$ cat config.mk
export PLATFORM = sky130hd
export DESIGN_NAME = fc_layer_seq
export DESIGN_NICKNAME = d
export VERILOG_FILES = /design/src/rtl/fc_layer_seq.sv
export SDC_FILE = /design/constraint.sdc
export NUM_CORES = 1
export LEC_CHECK = 0
export ABC_AREA = 1
export BUFFER_PORTS_ARGS = -buffer_cell sky130_fd_sc_hd__buf_4
export CAP_MARGIN = 10
export CORE_ASPECT_RATIO = 0.7
export CORE_UTILIZATION = 55
export CTS_CLUSTER_DIAMETER = 150
export DETAILED_ROUTE_END_ITERATION = 12
export GPL_TIMING_DRIVEN = 0
export PLACE_DENSITY_LB_ADDON = 0.3
export SYNTH_ARGS = -nofsm -noshare
export SYNTH_HDL_FRONTEND = slang
export SYNTH_SLANG_ARGS = --single-unit
$ cat constraint.sdc
create_clock -name clk -period 22 [get_ports clk]
set_input_delay 4.4 -clock clk [delete_from_list [all_inputs] [get_ports clk]]
set_output_delay 4.4 -clock clk [all_outputs]
set_load 0.01 [all_outputs]
$ cat src/rtl/fc_layer_seq.sv
// fc_layer_seq: sequential fully-connected layer, one shared MAC.
//
// For each output neuron j, the block walks i = 0..N_IN-1 and accumulates
// sat(x[i]*w[i*N_OUT+j] >>> FRAC). It then adds the bias b[j], saturates
// the sum to DW bits, optionally applies ReLU, and presents the result on a
// valid/ready output port.
//
// Ports:
//   clk      rising-edge clock
//   RST      synchronous, active-high reset
//   start    begin one layer evaluation (sampled only in IDLE)
//   busy     high from the cycle after start is accepted until done
//   done     one-cycle pulse after the last output is accepted
//   x_addr   activation read address (i); x_data is valid one cycle later
//   x_data   activation
//   w_addr   weight read address (i*N_OUT+j); w_data is valid one cycle later
//   w_data   weight
//   b_addr   bias address (j); b_data is combinational from b_addr
//   b_data   bias
//   y_valid  output word valid (only in OUT)
//   y_ready  downstream accept
//   y_data   output value
//   y_idx    neuron index of y_data
module fc_layer_seq #(
    parameter int N_IN    = 84,
    parameter int N_OUT   = 10,
    parameter int DW      = 16,
    parameter int FRAC    = 12,
    parameter int ACC_W   = 32,
    parameter int RELU_EN = 0
) (
    input  logic                            clk,
    input  logic                            RST,
    input  logic                            start,
    output logic                            busy,
    output logic                            done,
    output logic [$clog2(N_IN)-1:0]         x_addr,
    input  logic [DW-1:0]                   x_data,
    output logic [$clog2(N_IN*N_OUT)-1:0]   w_addr,
    input  logic [DW-1:0]                   w_data,
    output logic [$clog2(N_OUT)-1:0]        b_addr,
    input  logic [DW-1:0]                   b_data,
    output logic                            y_valid,
    input  logic                            y_ready,
    output logic [DW-1:0]                   y_data,
    output logic [$clog2(N_OUT)-1:0]        y_idx
);

    localparam int XW = $clog2(N_IN);
    localparam int WW = $clog2(N_IN*N_OUT);
    localparam int JW = $clog2(N_OUT);

    localparam logic [XW-1:0] I_LAST = XW'(N_IN - 1);
    localparam logic [JW-1:0] J_LAST = JW'(N_OUT - 1);
    localparam logic [WW-1:0] W_STEP = WW'(N_OUT);

    // Saturation limits expressed at the width of the value being clamped.
    localparam logic signed [2*DW-1:0] P_MAX = {{(DW+1){1'b0}}, {(DW-1){1'b1}}};
    localparam logic signed [2*DW-1:0] P_MIN = {{(DW+1){1'b1}}, {(DW-1){1'b0}}};
    localparam logic signed [ACC_W:0]  S_MAX = {{(ACC_W-DW+2){1'b0}}, {(DW-1){1'b1}}};
    localparam logic signed [ACC_W:0]  S_MIN = {{(ACC_W-DW+2){1'b1}}, {(DW-1){1'b0}}};
    localparam logic signed [DW-1:0]   D_MAX = {1'b0, {(DW-1){1'b1}}};
    localparam logic signed [DW-1:0]   D_MIN = {1'b1, {(DW-1){1'b0}}};

    typedef enum logic [2:0] {
        IDLE,
        MAC,
        DRAIN,
        BIAS,
        OUT
    } state_t;

    state_t state, state_next;

    logic        [XW-1:0]    i;
    logic        [JW-1:0]    j;
    logic        [JW-1:0]    j_inc;
    logic        [WW-1:0]    w_ptr;
    logic signed [ACC_W-1:0] acc;

    logic signed [2*DW-1:0]  prod_full;
    logic signed [2*DW-1:0]  prod_shift;
    logic signed [DW-1:0]    prod_sat;
    logic signed [ACC_W-1:0] prod_ext;

    logic signed [ACC_W:0]   bias_sum;
    logic signed [DW-1:0]    bias_sat;
    logic signed [DW-1:0]    y_next;

    assign x_addr  = i;
    assign w_addr  = w_ptr;
    assign b_addr  = j;
    assign y_valid = (state == OUT);
    assign j_inc   = j + JW'(1);

    // Product path: full-width multiply, floor shift, clamp to DW.
    always_comb begin
        prod_full  = $signed(x_data) * $signed(w_data);
        prod_shift = prod_full >>> FRAC;
        if (prod_shift > P_MAX) begin
            prod_sat = D_MAX;
        end else if (prod_shift < P_MIN) begin
            prod_sat = D_MIN;
        end else begin
            prod_sat = prod_shift[DW-1:0];
        end
        prod_ext = {{(ACC_W-DW){prod_sat[DW-1]}}, prod_sat};
    end

    // Bias path: one extra bit so the bias add itself can never wrap.
    always_comb begin
        bias_sum = {acc[ACC_W-1], acc} + {{(ACC_W+1-DW){b_data[DW-1]}}, b_data};
        if (bias_sum > S_MAX) begin
            bias_sat = D_MAX;
        end else if (bias_sum < S_MIN) begin
            bias_sat = D_MIN;
        end else begin
            bias_sat = bias_sum[DW-1:0];
        end
        if ((RELU_EN != 0) && bias_sat[DW-1]) begin
            y_next = '0;
        end else begin
            y_next = bias_sat;
        end
    end

    always_comb begin
        state_next = state;
        case (state)
            IDLE:    if (start) state_next = MAC;
            MAC:     if (i == I_LAST) state_next = DRAIN;
            DRAIN:   state_next = BIAS;
            BIAS:    state_next = OUT;
            OUT:     if (y_ready) state_next = (j == J_LAST) ? IDLE : MAC;
            default: state_next = IDLE;
        endcase
    end

    always_ff @(posedge clk) begin
        if (RST) begin
            state <= IDLE;
        end else begin
            state <= state_next;
        end
    end

    // Datapath. Read data lags the address by one cycle, so the product of
    // MAC cycle i is accumulated in the following cycle: MAC with i>0
    // accumulates product i-1, and DRAIN picks up the final product.
    always_ff @(posedge clk) begin
        if (RST) begin
            i      <= '0;
            j      <= '0;
            w_ptr  <= '0;
            acc    <= '0;
            busy   <= 1'b0;
            done   <= 1'b0;
            y_data <= '0;
            y_idx  <= '0;
        end else begin
            done <= 1'b0;
            case (state)
                IDLE: begin
                    if (start) begin
                        i     <= '0;
                        j     <= '0;
                        w_ptr <= '0;
                        acc   <= '0;
                        busy  <= 1'b1;
                    end
                end
                MAC: begin
                    if (i != '0) begin
                        acc <= acc + prod_ext;
                    end
                    // Addresses stop on the last element and hold there.
                    if (i != I_LAST) begin
                        i     <= i + XW'(1);
                        w_ptr <= w_ptr + W_STEP;
                    end
                end
                DRAIN: begin
                    acc <= acc + prod_ext;
                end
                BIAS: begin
                    y_data <= y_next;
                    y_idx  <= j;
                end
                OUT: begin
                    if (y_ready) begin
                        if (j == J_LAST) begin
                            done <= 1'b1;
                            busy <= 1'b0;
                        end else begin
                            j     <= j_inc;
                            i     <= '0;
                            w_ptr <= WW'(j_inc);
                            acc   <= '0;
                        end
                    end
                end
                default: ;
            endcase
        end
    end

endmodule

======== Yosys cells after proc, flatten, opt, wreduce, memory -nomap -nowiden ========
Index checks and enable logic that the tools add are counted.
cells by class
  bitwise logic cells ..................... 2
  multiplexer cells ....................... 33
  reductions and logical operators ........ 11
  add/sub/neg operators ................... 5
  equality and inequality tests ........... 14
  magnitude comparators ................... 4
  multipliers ............................. 1
operators by type and width
  kind                                                             number
  2-to-1 mux 32 bit                                                4
  one-hot mux 32 bit (4 select lines)                              1
  2-to-1 mux 16 bit                                                4
  2-to-1 mux 10 bit                                                4
  adder 32 x 16 -> 33 bit                                          1
  greater-than comparator 33 x 16 -> 1 bit, second input constant  1
  less-than comparator 33 x 16 -> 1 bit, second input constant     1
  adder 32 x 16 -> 32 bit                                          1
  multiplier 16 x 16 -> 32 bit                                     1
  one-hot mux 10 bit (3 select lines)                              1
  2-to-1 mux 7 bit                                                 4
  one-hot mux 7 bit (3 select lines)                               1
  greater-than comparator 20 x 16 -> 1 bit, second input constant  1
  less-than comparator 20 x 16 -> 1 bit, second input constant     1
  one-hot mux 3 bit (5 select lines)                               1
  2-to-1 mux 4 bit                                                 3
  adder 10 x 4 -> 10 bit, second input constant                    1
  != test 2 bit, second input constant                             5
  AND reduction 5 bit                                              2
  2-to-1 mux 3 bit                                                 3
  one-hot mux 4 bit (2 select lines)                               1
  AND reduction 4 bit                                              2
  adder 7 x 1 -> 7 bit, second input constant                      1
  == test 7 bit, second input constant                             1
  17 further kinds                                                 24
storage, ports and cells
  register bits ........................... 78
  word-level logic and storage cells ...... 79
  output and inout port bits .............. 44

======== Logic depth before layout (Yosys ltp) ========
  depth after elaboration ................. 7
  gate-level depth with buffers ........... 46
  gate-level depth less buffers ........... 44

======== Worst setup path after synthesis ========
No wires, ideal clock.
  path kind ............................... input -> register
  start point ............................. input w_data[5]
  end point ............................... register acc[28]
  setup time .............................. 0.132 ns
  stages on the path ...................... 42
  data required time ...................... 21.868 ns
  data arrival time ....................... 12.452 ns
  buffers on the path ..................... 3
  path slack .............................. 9.415 ns
  cell sequence ........................... clkbuf_1 > clkbuf_1 > nand2_1 > fa_1 > inv_1 > fa_1 > inv_1 > fa_1 > inv_1 > fa_1 > fa_1 > inv_1 > fa_1 > inv_1 > ha_1 > a21oi_1 > o21ai_0 > a21oi_1 > [6 not listed] > nand2_2 > buf_4 > nand2_1 > nand2_1 > fa_1 > nand2_1 > inv_1 > nand2_1 > nand2_1 > nand2_1 > o21ai_0 > nand3_1 > nand3_1 > a21oi_1 > o21ai_0 > or2_2 > nand2_1 > a21oi_1
between the ends
  longest elaborated chain between the ends .. 7
RTL lines
  what                                     line      RTL
  start: declaration                       40        input logic [DW-1:0] w_data,
  multiplier 16 x 16 -> 32 bit (*)         98        prod_full = $signed(x_data) * $signed(w_data);
  less-than comparator 20 x 16 -> 1 bit    102       end else if (prod_shift < P_MIN) begin
  2-to-1 mux 16 bit                        102
  2-to-1 mux 16 bit (*)                    100       if (prod_shift > P_MAX) begin
  adder 32 x 16 -> 32 bit (*)              174, 183
  2-to-1 mux 32 bit                        173       if (i != '0) begin
  one-hot mux 32 bit (4 select lines) (*)  162       case (state)
  end signal: assignment                   174       acc <= acc + prod_ext;
  end signal: assignment                   183       acc <= acc + prod_ext;
  end: declaration                         79        logic signed [ACC_W-1:0] acc;
Mark *: on every way between the ends. The rest lies on a longest branch, timed or not. The select of a mux whose other input is x is not followed.
A chain may end at the register's enable or synchronous reset.

======== Worst setup path in the final report ========
  start point ............................. input w_data[6]
  end point ............................... register acc[28]
Same word-level chain as after synthesis.

==> summary.txt <==
Synth top area share -> 29.12%
Endpoints failing setup -> 0
Share of cells above drive strength 1 -> 7.490%
Beginning of the critical path -> w_data[6]
Global-route wire length before repair -> 85430 um
Placed inst area -> 19150 um2
Port-buffer cells -> 71
Crit-path slowest cell -> fa_1
Synthesis-to-layout area growth -> 7.564%
Worst skew pair latency -> 0.36 ns
Final WL -> 51800 um
Post-Syn Instances -> 2610
Met1 WL -> 25230 um
Fin. Hold Viols -> 0
Data arrival, critical path -> 14.60 ns
Yosys reg bits -> 78
Drc violations -> 0
Netlist area before placement -> 18080 um2
Register area share after synthesis -> 8.637%
Maximum root-to-sink buffer count -> 2
Commonest cells in the netlist -> nand2_1, inv_1, fa_1, a21oi_1, ha_1
Netlist cell types -> 56
Final Critical Period -> 14.40 ns
Row cnt -> 55
Worst Hold Class -> flip-flop to flip-flop
Largest net degree at the start of global routing -> 18
Worst Path Required -> 22.20 ns
HPWL Detailed -> 45360 um
Unrepaired setup endpoints after global routing -> false
Clock-pin slew on the worst setup and hold paths -> 0.07 ns
Async S/R FF share, synth -> 0%
Post-route cell area -> 19450 um2
CTS tree -> built
# Post-CTS Setup Buffers -> 0
Total number of vias -> 16840
FF+latch area -> 1562 um2
Ys flop type -> dfxtp_1
Total GRT Usage -> 32.51%
Post-DRT Antenna Nets -> 0
First drt pass iteration count -> 5
Critical path endpoint category -> flip-flop
Cts-stage hold buffer count -> 0
Largest area contributor in the netlist -> fa_1
Slew Limit Headroom -> 41.56%
Setup TNS -> 0 ns
Syn_nets -> 3078
YS warnings -> 0
Syn avg cell area -> 6.927 um2
Post-DR wirelength/cell -> 16.58 um
Fillers -> 3099
Number of synthesized flops with an enable pin -> 0
Nets@finish -> 3160
DR top layer -> met4
GPL Wtd Cong -> 0.9837
Initial DRC Count -> 1765
Crit-path max FO -> 17
Number of global-route vias before repair -> 16540
PostCTS Resize Cnt -> 0
Wire length on met2 -> 20590 um
Met3 WL -> 5606 um
Maxcap violations -> 0
Antenna violations before repair -> 0
Worst slew pin tran -> 0.8766 ns
Hold_sp -> w_addr[0]
Cts bufs inserted -> 9
Die Width -> 218.7 um
Clock Skew -> 0.01120 ns
Crit path buffers/inverters -> 9
Launch point of the worst reg-to-reg path -> acc[0]
Die area -> 33610 um2
Remaining Overflow, GRT -> 0
DR vias/cell -> 5.390
Status -> complete, no violations
Worst Hold Slack -> 0.4485 ns
Largest cells by area after synthesis -> fa_1, nand2_1, inv_1
Core area -> 32340 um2
Multi-input gate area -> 13810 um2
I/O Pins -> 96
Clock root cell -> clkbuf_16
Antenna Cells -> 0
CP peak stage delay -> 0.89 ns
Fmax -> 69.43 MHz
H-tree lvl count -> 3
Max Slew Vio Count -> 0
Startpoint types -> input port
Fin util -> 60.13%
Clock Sinks -> 78
Kind of critical path -> input port to flip-flop
Starting Density -> 55.90%
Top Family by Delay on Critical Path -> adder cells
Die height -> 153.7 um
Final period util -> 65.47%
Crit-path most repeated cell -> nand2_1
Most common cell in the netlist -> nand2_1
-- cell usage in the layout, fill, tap and decap left out, drive strengths merged, types with 75 or more instances in the layout --
| cell type | instances |
|---|---|
| nand2 | 711 |
| inv | 635 |
| fa | 263 |
| a21oi | 176 |
| nor2 | 158 |
| ha | 153 |
| o21ai | 106 |
| nand3 | 88 |
| buf | 80 |
| dfxtp | 78 |
| clkbuf | 75 |
-- metrics by stage --
stage / cells / setup slack, ns
floorplan: 2610 / 9.415
global placement: 3108 / 7.571
detailed placement: 3108 / 7.464
CTS: 3124 / 7.804
global route: 3124 / 6.869
finish: 3124 / 7.597
-- cells by family after synthesis --
group	share of synthesized area, %
flops	8.637
simple gates	24.42
xor+xnor	2.028
buf+inv	15.00
fa+ha+maj	39.71
compound gates	10.20
-- layout make-up --
type / instances / share of cell area, %
plain buffers: 74 / 1.634
clock buffers: 10 / 1.177
clock inverters: 6 / 0.3667
inverters: 638 / 12.31
multi-input cells: 1820 / 70.99
flip-flops and latches: 78 / 8.029
well taps: 427 / 2.747
repair buffers: 71 / 2.741
-- layer usage --
metal  up-vias  global-route usage, %
li1       8037                      -
met1      8107                  50.41
met2       657                  46.19
met3        38                  8.487
met4         0                  3.638
met5         -                      0
-- final timing paths --
| kind | to | slack [ns] | depth (start not counted) |
|---|---|---|---|
| max | acc[28] | 7.60 | 39 |
| min | w_addr[0] | 0.45 | 2 |
| max reg2reg | y_data[12] | 18.68 | 17 |
| min reg2reg | w_addr[0] | 0.45 | 2 |
-- sequential cells by signal, summed over array words and instances, names as in the netlist --
signal and cells:
acc 32, y_data 16, w_addr 10, x_addr 7, b_addr 4, y_idx 4, state 3, busy 1
done 1
-- worst register-to-register path, cell delays in order (launching register included) --
cell	delay [ns]
dfxtp_1	0.33
ha_1	0.29
fa_1	0.50
nand3_1	0.12
nand3_1	0.17
nand2_1	0.12
nand2_2	0.11
nand2_2	0.12
nand3_2	0.10
nand2_2	0.12
nand2_4	0.07
a21oi_4	0.15
xor2_2	0.44
inv_2	0.11
nand2_4	0.13
buf_12	0.15
nand2_2	0.06
a21oi_2	0.16
Power is not shown: default switching activity piles up to over one toggle a cycle in this logic, so the estimate is an artifact.
